### src/rtl/pc_pkg.sv
// Shared types and defaults for the fetch-stage program-counter unit.
package pc_pkg;

    localparam int DEF_XLEN = 32;
    localparam int DEF_INC  = 4;

    typedef enum logic [2:0] {
        SEL_HOLD,
        SEL_INC,
        SEL_BR,
        SEL_JMP,
        SEL_RET
    } pc_sel_e;

    // Return-address-stack operation request; push+pop together is a swap.
    typedef struct packed {
        logic push;
        logic pop;
    } ras_req_t;

endpackage

### src/rtl/ras_stack.sv
// Circular return-address stack: push/pop/swap with sticky over/underflow flags.
module ras_stack
    import pc_pkg::*;
#(
    parameter int XLEN  = DEF_XLEN,
    parameter int DEPTH = 4
) (
    input  logic                     CLK,
    input  logic                     reset,
    input  ras_req_t                 req,
    input  logic [XLEN-1:0]          push_data,
    output logic [XLEN-1:0]          top,
    output logic                     empty,
    output logic [$clog2(DEPTH):0]   count,
    output logic                     overflow,
    output logic                     underflow
);

    localparam int PW = $clog2(DEPTH);
    localparam int CW = PW + 1;

    logic [XLEN-1:0] mem [DEPTH];
    logic [PW-1:0]   ptr;
    logic [PW-1:0]   top_idx;
    logic [PW-1:0]   wr_idx;
    logic            full;
    logic            swap;

    assign top_idx = ptr - PW'(1);
    assign top     = mem[top_idx];
    assign empty   = (count == '0);
    assign full    = (count == CW'(DEPTH));
    // A swap against an empty stack degrades to a plain push.
    assign swap    = req.push && req.pop && !empty;
    assign wr_idx  = swap ? top_idx : ptr;

    // Entry contents carry no reset; validity is tracked by count alone.
    always_ff @(posedge CLK) begin
        if (!reset && req.push)
            mem[wr_idx] <= push_data;
    end

    always_ff @(posedge CLK) begin
        if (reset) begin
            ptr       <= '0;
            count     <= '0;
            overflow  <= 1'b0;
            underflow <= 1'b0;
        end else begin
            case ({req.push, req.pop})
                2'b10: begin
                    ptr <= ptr + PW'(1);
                    if (full)
                        overflow <= 1'b1;
                    else
                        count <= count + CW'(1);
                end
                2'b01: begin
                    if (empty) begin
                        underflow <= 1'b1;
                    end else begin
                        ptr   <= top_idx;
                        count <= count - CW'(1);
                    end
                end
                2'b11: begin
                    if (empty) begin
                        ptr       <= ptr + PW'(1);
                        count     <= count + CW'(1);
                        underflow <= 1'b1;
                    end
                end
                default: ;
            endcase
        end
    end

endmodule

### src/rtl/pc_unit.sv
// Fetch-stage PC register with increment/branch/jump/call/return sequencing
// and a small return-address stack.
module pc_unit
    import pc_pkg::*;
#(
    parameter int              XLEN      = DEF_XLEN,
    parameter logic [XLEN-1:0] RESET_VEC = '0,
    parameter int              INC       = DEF_INC,
    parameter int              RAS_DEPTH = 4
) (
    input  logic                        CLK,
    input  logic                        reset,
    input  logic                        stall,
    input  logic                        branch_taken,
    input  logic [XLEN-1:0]             branch_offset,
    input  logic                        jump,
    input  logic                        call,
    input  logic                        ret,
    input  logic [XLEN-1:0]             jump_target,
    output logic [XLEN-1:0]             pc,
    output logic [XLEN-1:0]             pc_plus_inc,
    output logic [$clog2(RAS_DEPTH):0]  ras_count,
    output logic                        ras_overflow,
    output logic                        ras_underflow
);

    pc_sel_e         sel;
    ras_req_t        ras_req;
    logic [XLEN-1:0] ras_top;
    logic            ras_empty;

    assign pc_plus_inc = pc + XLEN'(INC);

    // Stall gates the stack as well, so redirects during a stall leave no trace.
    assign ras_req.push = !stall && call;
    assign ras_req.pop  = !stall && ret;

    // ret on an empty stack falls back to the call target if one is present,
    // otherwise to sequential fetch.
    always_comb begin
        sel = SEL_INC;
        if (stall)                  sel = SEL_HOLD;
        else if (ret && !ras_empty) sel = SEL_RET;
        else if (ret && call)       sel = SEL_JMP;
        else if (ret)               sel = SEL_INC;
        else if (call || jump)      sel = SEL_JMP;
        else if (branch_taken)      sel = SEL_BR;
    end

    always_ff @(posedge CLK) begin
        if (reset) begin
            pc <= RESET_VEC;
        end else begin
            case (sel)
                SEL_INC: pc <= pc_plus_inc;
                SEL_BR:  pc <= pc + branch_offset;
                SEL_JMP: pc <= jump_target;
                SEL_RET: pc <= ras_top;
                default: pc <= pc;
            endcase
        end
    end

    ras_stack #(
        .XLEN  (XLEN),
        .DEPTH (RAS_DEPTH)
    ) u_ras (
        .CLK       (CLK),
        .reset     (reset),
        .req       (ras_req),
        .push_data (pc_plus_inc),
        .top       (ras_top),
        .empty     (ras_empty),
        .count     (ras_count),
        .overflow  (ras_overflow),
        .underflow (ras_underflow)
    );

endmodule
### config.mk
export PLATFORM = sky130hd
export DESIGN_NAME = pc_unit
export DESIGN_NICKNAME = d
export VERILOG_FILES = /design/src/rtl/pc_pkg.sv /design/src/rtl/ras_stack.sv /design/src/rtl/pc_unit.sv
export SDC_FILE = /design/constraint.sdc
export NUM_CORES = 1
export LEC_CHECK = 0
export ABC_AREA = 1
export CORE_ASPECT_RATIO = 0.75
export CORE_UTILIZATION = 36
export CTS_CLUSTER_SIZE = 10
export DETAILED_ROUTE_END_ITERATION = 12
export REMOVE_ABC_BUFFERS = 1
export SYNTH_ARGS = -nofsm -noshare
export SYNTH_HDL_FRONTEND = slang
export SYNTH_HIERARCHICAL = 1
export SYNTH_SLANG_ARGS = --single-unit
export TNS_END_PERCENT = 30
### constraint.sdc
create_clock -name CLK -period 4.2 [get_ports CLK]
set_input_delay 0.84 -clock CLK [delete_from_list [all_inputs] [get_ports CLK]]
set_output_delay 0.84 -clock CLK [all_outputs]
set_load 0.01 [all_outputs]
==> results.md, run 1 <==
* Fin. Hold Viols at 0
* Htree depth at 4
* Max-slew headroom at the worst pin at 0.507
* DRT Wirelength at 37.1 mm
* Largest cells by area after synthesis: edfxtp_1, nand2_1, dfxtp_1
* Comb pwr share at 0.234
* CTS resizes at 0
* CP required at 3360 ps
* Worst path arrival time at 3110 ps
* PD cells at between 300 and 400 nW/um^2
* Period utilization at 0.940
* GRT Residual Overflow at 0
* RR Endpoint: pc[30]
* Fraction of registers with async set/reset at 0
* Vias in the first global route at 8792
* Hold Startpoint: u_ras/underflow
* Mapped Cells at ~1400
* Max Root-Sink Buffers at 2
* Routed WL per cell at 19.2 um
* Post-layout total power at 4.89 mW
* Post-synthesis cell type count at 50
* Fin area at ~13000 sq um
* Root buffer cell: clkbuf_16
* Syn Std Cell Area at approximately 11000 sq um
* Prevailing post-synth register cell: edfxtp_1
* Initial core utilization at 0.366
* Grt met2 use at 0.363
* FMAX at 0.253 GHz
* Crit path cell chain: nand2_1, nor2_2, nand2_1, nor2_1, nand2_1, xor2_1, clkdlybuf4s50_1
* Max VDD drop at between 0.2 and 0.3 mV
* Status: finished clean
* DIE HEIGHT at about 150 um
* CP max-delay cell: clkdlybuf4s50_1
* Largest net degree at the start of global routing at 43
* Area Growth Syn to Fin at 22.9%
* P_sw at about 1.5 mW
* Full die area at between 30000 and 40000 sq um
* Worst-Margin Slew at 738 ps
* Type of origin of the critical path: flop
* Final setup viols at 0
* Worst Hold Depth at 1
* Hold_buf cts at 0
* #FFs+latches synth at 167
* Met1 Use GR at 0.370
* Met3 Usage GRT at 0.0511
* DIE WIDTH at between 200 and 250 um
* Reg clk slew, reported paths at 70 ps
* Skew-Pair Late Insertion Delay at between 400 and 500 ps
* Delay of the slowest cell on the worst path at ~630 ps
* Routability Congestion at 0.957
* Mean area per synthesized cell at 7.61 sq um
* First-pass GRT wire length at 55.1 mm
* CP bufs+invs at 1
* Worst R2R Setup Slack at 1660 ps
* Clk sinks at between 150 and 200
* Via-to-Cell Ratio at 5.08
* CTS Buf Count at 17
* CP Capture Type: primary output
* Drt initial violations at 960
* GRT Overall Usage at 0.247
* TritonRoute pass-1 iters at 5
* Antenna violation net count after detailed routing at 0
* Inserted Diodes at 0
* EDFF count, synth at 128
* CTS tree: done
* Max_cap viols at 0
* Setup Buffers After CTS at 0
* Core Rows at 54
* Min Tclk post-route at 3950 ps
* Sequential share of power at 0.394
* RR Startpoint: u_ras/count[2]
* Layout cells sized above 1 at 0.0708
* Sequential fraction of the synthesis area at 0.436
* Clock power share at 0.372
* Critical path's top delay family: simple AND/OR/NAND/NOR gates
* Via Count at 9810
* Port Buf Inserts at 139
* Placed instance area at about 12000 sq um
* Post-DP HPWL at 26.8 mm
* Hold Path Class: flop to flop
* Yosys Warn Count at 6
* Max Slew Vio Count at 0
* Power Internal at about 3.4 mW
* Crit path kind: flop to primary output
* RSZ-0062 raised after global routing: false
* Drt drc at 0
* R2R depth at 13
* Hold EP: u_ras/underflow
* Switching Share at 0.314
* Lkg Pwr at 5.73 nW
* Clock Skew at 9.86 ps
* Most used routing layer: met1
* Crit path max fanout at 9
* Core ar. at 29000 sq um
* Initial antenna violation count at 0
* Final net count at about 1600
* IO Pins at between 100 and 150
* Yosys top cell area share at 0.363
* Leading area contributor after synthesis: edfxtp_1
* Critical Path Most Common Cell: nand2_1
## power groups by stage
stage	clock [mW]	combinational, mW	sequential [mW]
finish	1.82	1.14	1.92
global route	1.91	1.26	1.93
CTS	1.84	1.14	1.92
detailed placement	0	1.13	1.96
global placement	0	1.13	1.96
floorplan	0	0.626	1.96
## per-stage QoR
step	setup slack [ps]	instances	TNS (ps)	hold slack (ps)	util
2_1_floorplan	-708	1349	-45340	503	-
3_3_place_gp	802	1900	0	461	0.426
3_5_place_dp	754	1900	0	468	0.426
4_1_cts	264	1932	0	493	0.449
5_1_grt	20.1	1932	0	517	0.449
6_report	251	1932	0	480	0.449
## worst reg2reg max path: stages (launching register included)
cell     delay [ps]
dfxtp_1         410
inv_1           110
nand2_2         140
inv_1            60
nor2_1          150
nor2_1           50
nand2_1         150
nand2_1         270
inv_2           640
nand3_1         170
nand2_1          90
inv_1            40
nand2_1          70
a21oi_2          50
## cell usage in the layout (no fill, tap or decap), types with 10 or more instances in the layout
cell               n
nand2_1          376
inv_1            199
nor2_1           177
clkdlybuf4s50_1  138
edfxtp_1         128
nand3_1           90
a21oi_1           84
dfxtp_1           39
o21ai_1           35
ha_1              32
nand4_1           29
xor2_1            26
o21ai_0           25
buf_4             19
clkbuf_16         17
nor3_1            15
a22o_1            13
nand3b_1          10
## worst max-delay path by stage
stage                       from         endpoint  slack, ps  depth (start not counted)
CTS                        pc[2]  pc_plus_inc[26]        260                          8
detailed placement         pc[2]  pc_plus_inc[26]        750                          8
finish                     pc[7]  pc_plus_inc[27]        250                          7
floorplan           u_ras/ptr[1]  u_ras/mem[2][0]       -710                          6
global placement           pc[2]  pc_plus_inc[26]        800                          8
global route               pc[2]  pc_plus_inc[26]         20                          8
## routing by layer
metal,up-vias,share of wire
met2,383,0.42
met3,32,0.080
met5,-,0
met1,4608,0.49
li1,4787,-
met4,0,0.012
## cell families (layout without fill, tap and decap cells)
group | after synthesis | count (layout) | share of synthesized area
xor gates and xnor gates | 30 | 30 | 0.0269
adders and majority gates | 34 | 34 | 0.0415
buffers and inverters | 253 | 400 | 0.103
and+or+nand+nor | 738 | 738 | 0.303
DFF | 167 | 167 | 0.436
AOI/OAI and AO/OA | 171 | 171 | 0.0895
## synthesized netlist by cell type (25+ instances only)
master      n
ha_1       32
o21ai_0    25
dfxtp_1    39
a21oi_1    84
nand2_1   376
xor2_1     26
edfxtp_1  128
nand3_1    90
inv_1     199
nor2_1    180
nand4_1    29
o21ai_1    35
## registers in the layout, indices dropped and copies added, names as in the netlist
signal and count:
pc 32, u_ras/count 3, u_ras/mem 128, u_ras/overflow 1, u_ras/ptr 2, u_ras/underflow 1
## area by class of cell
class | instances | area (sq um)
tap | 392 | 490
timing repair buffer | 159 | 1550
multi-input combinational | 973 | 4910
sequential | 167 | 4620
fill | 2886 | 16000
clock inverter | 15 | 240
clock buffer | 17 | 425
inverter | 209 | 787
Note: power is estimated with default switching activity, not from simulation.
==> inputs of run 2 (changes only) <==
--- a/config.mk
+++ b/config.mk
@@ -6,11 +6,13 @@
 export NUM_CORES = 1
 export LEC_CHECK = 0
 export ABC_AREA = 1
+export CAP_MARGIN = 40
 export CORE_ASPECT_RATIO = 0.75
 export CORE_UTILIZATION = 36
 export CTS_CLUSTER_SIZE = 10
 export DETAILED_ROUTE_END_ITERATION = 12
 export REMOVE_ABC_BUFFERS = 1
+export SKIP_LAST_GASP = 1
 export SYNTH_ARGS = -nofsm -noshare
 export SYNTH_HDL_FRONTEND = slang
 export SYNTH_HIERARCHICAL = 1
==> results of run 2 <==
The final DEF is identical to that of run 1; final timing and power are the same.
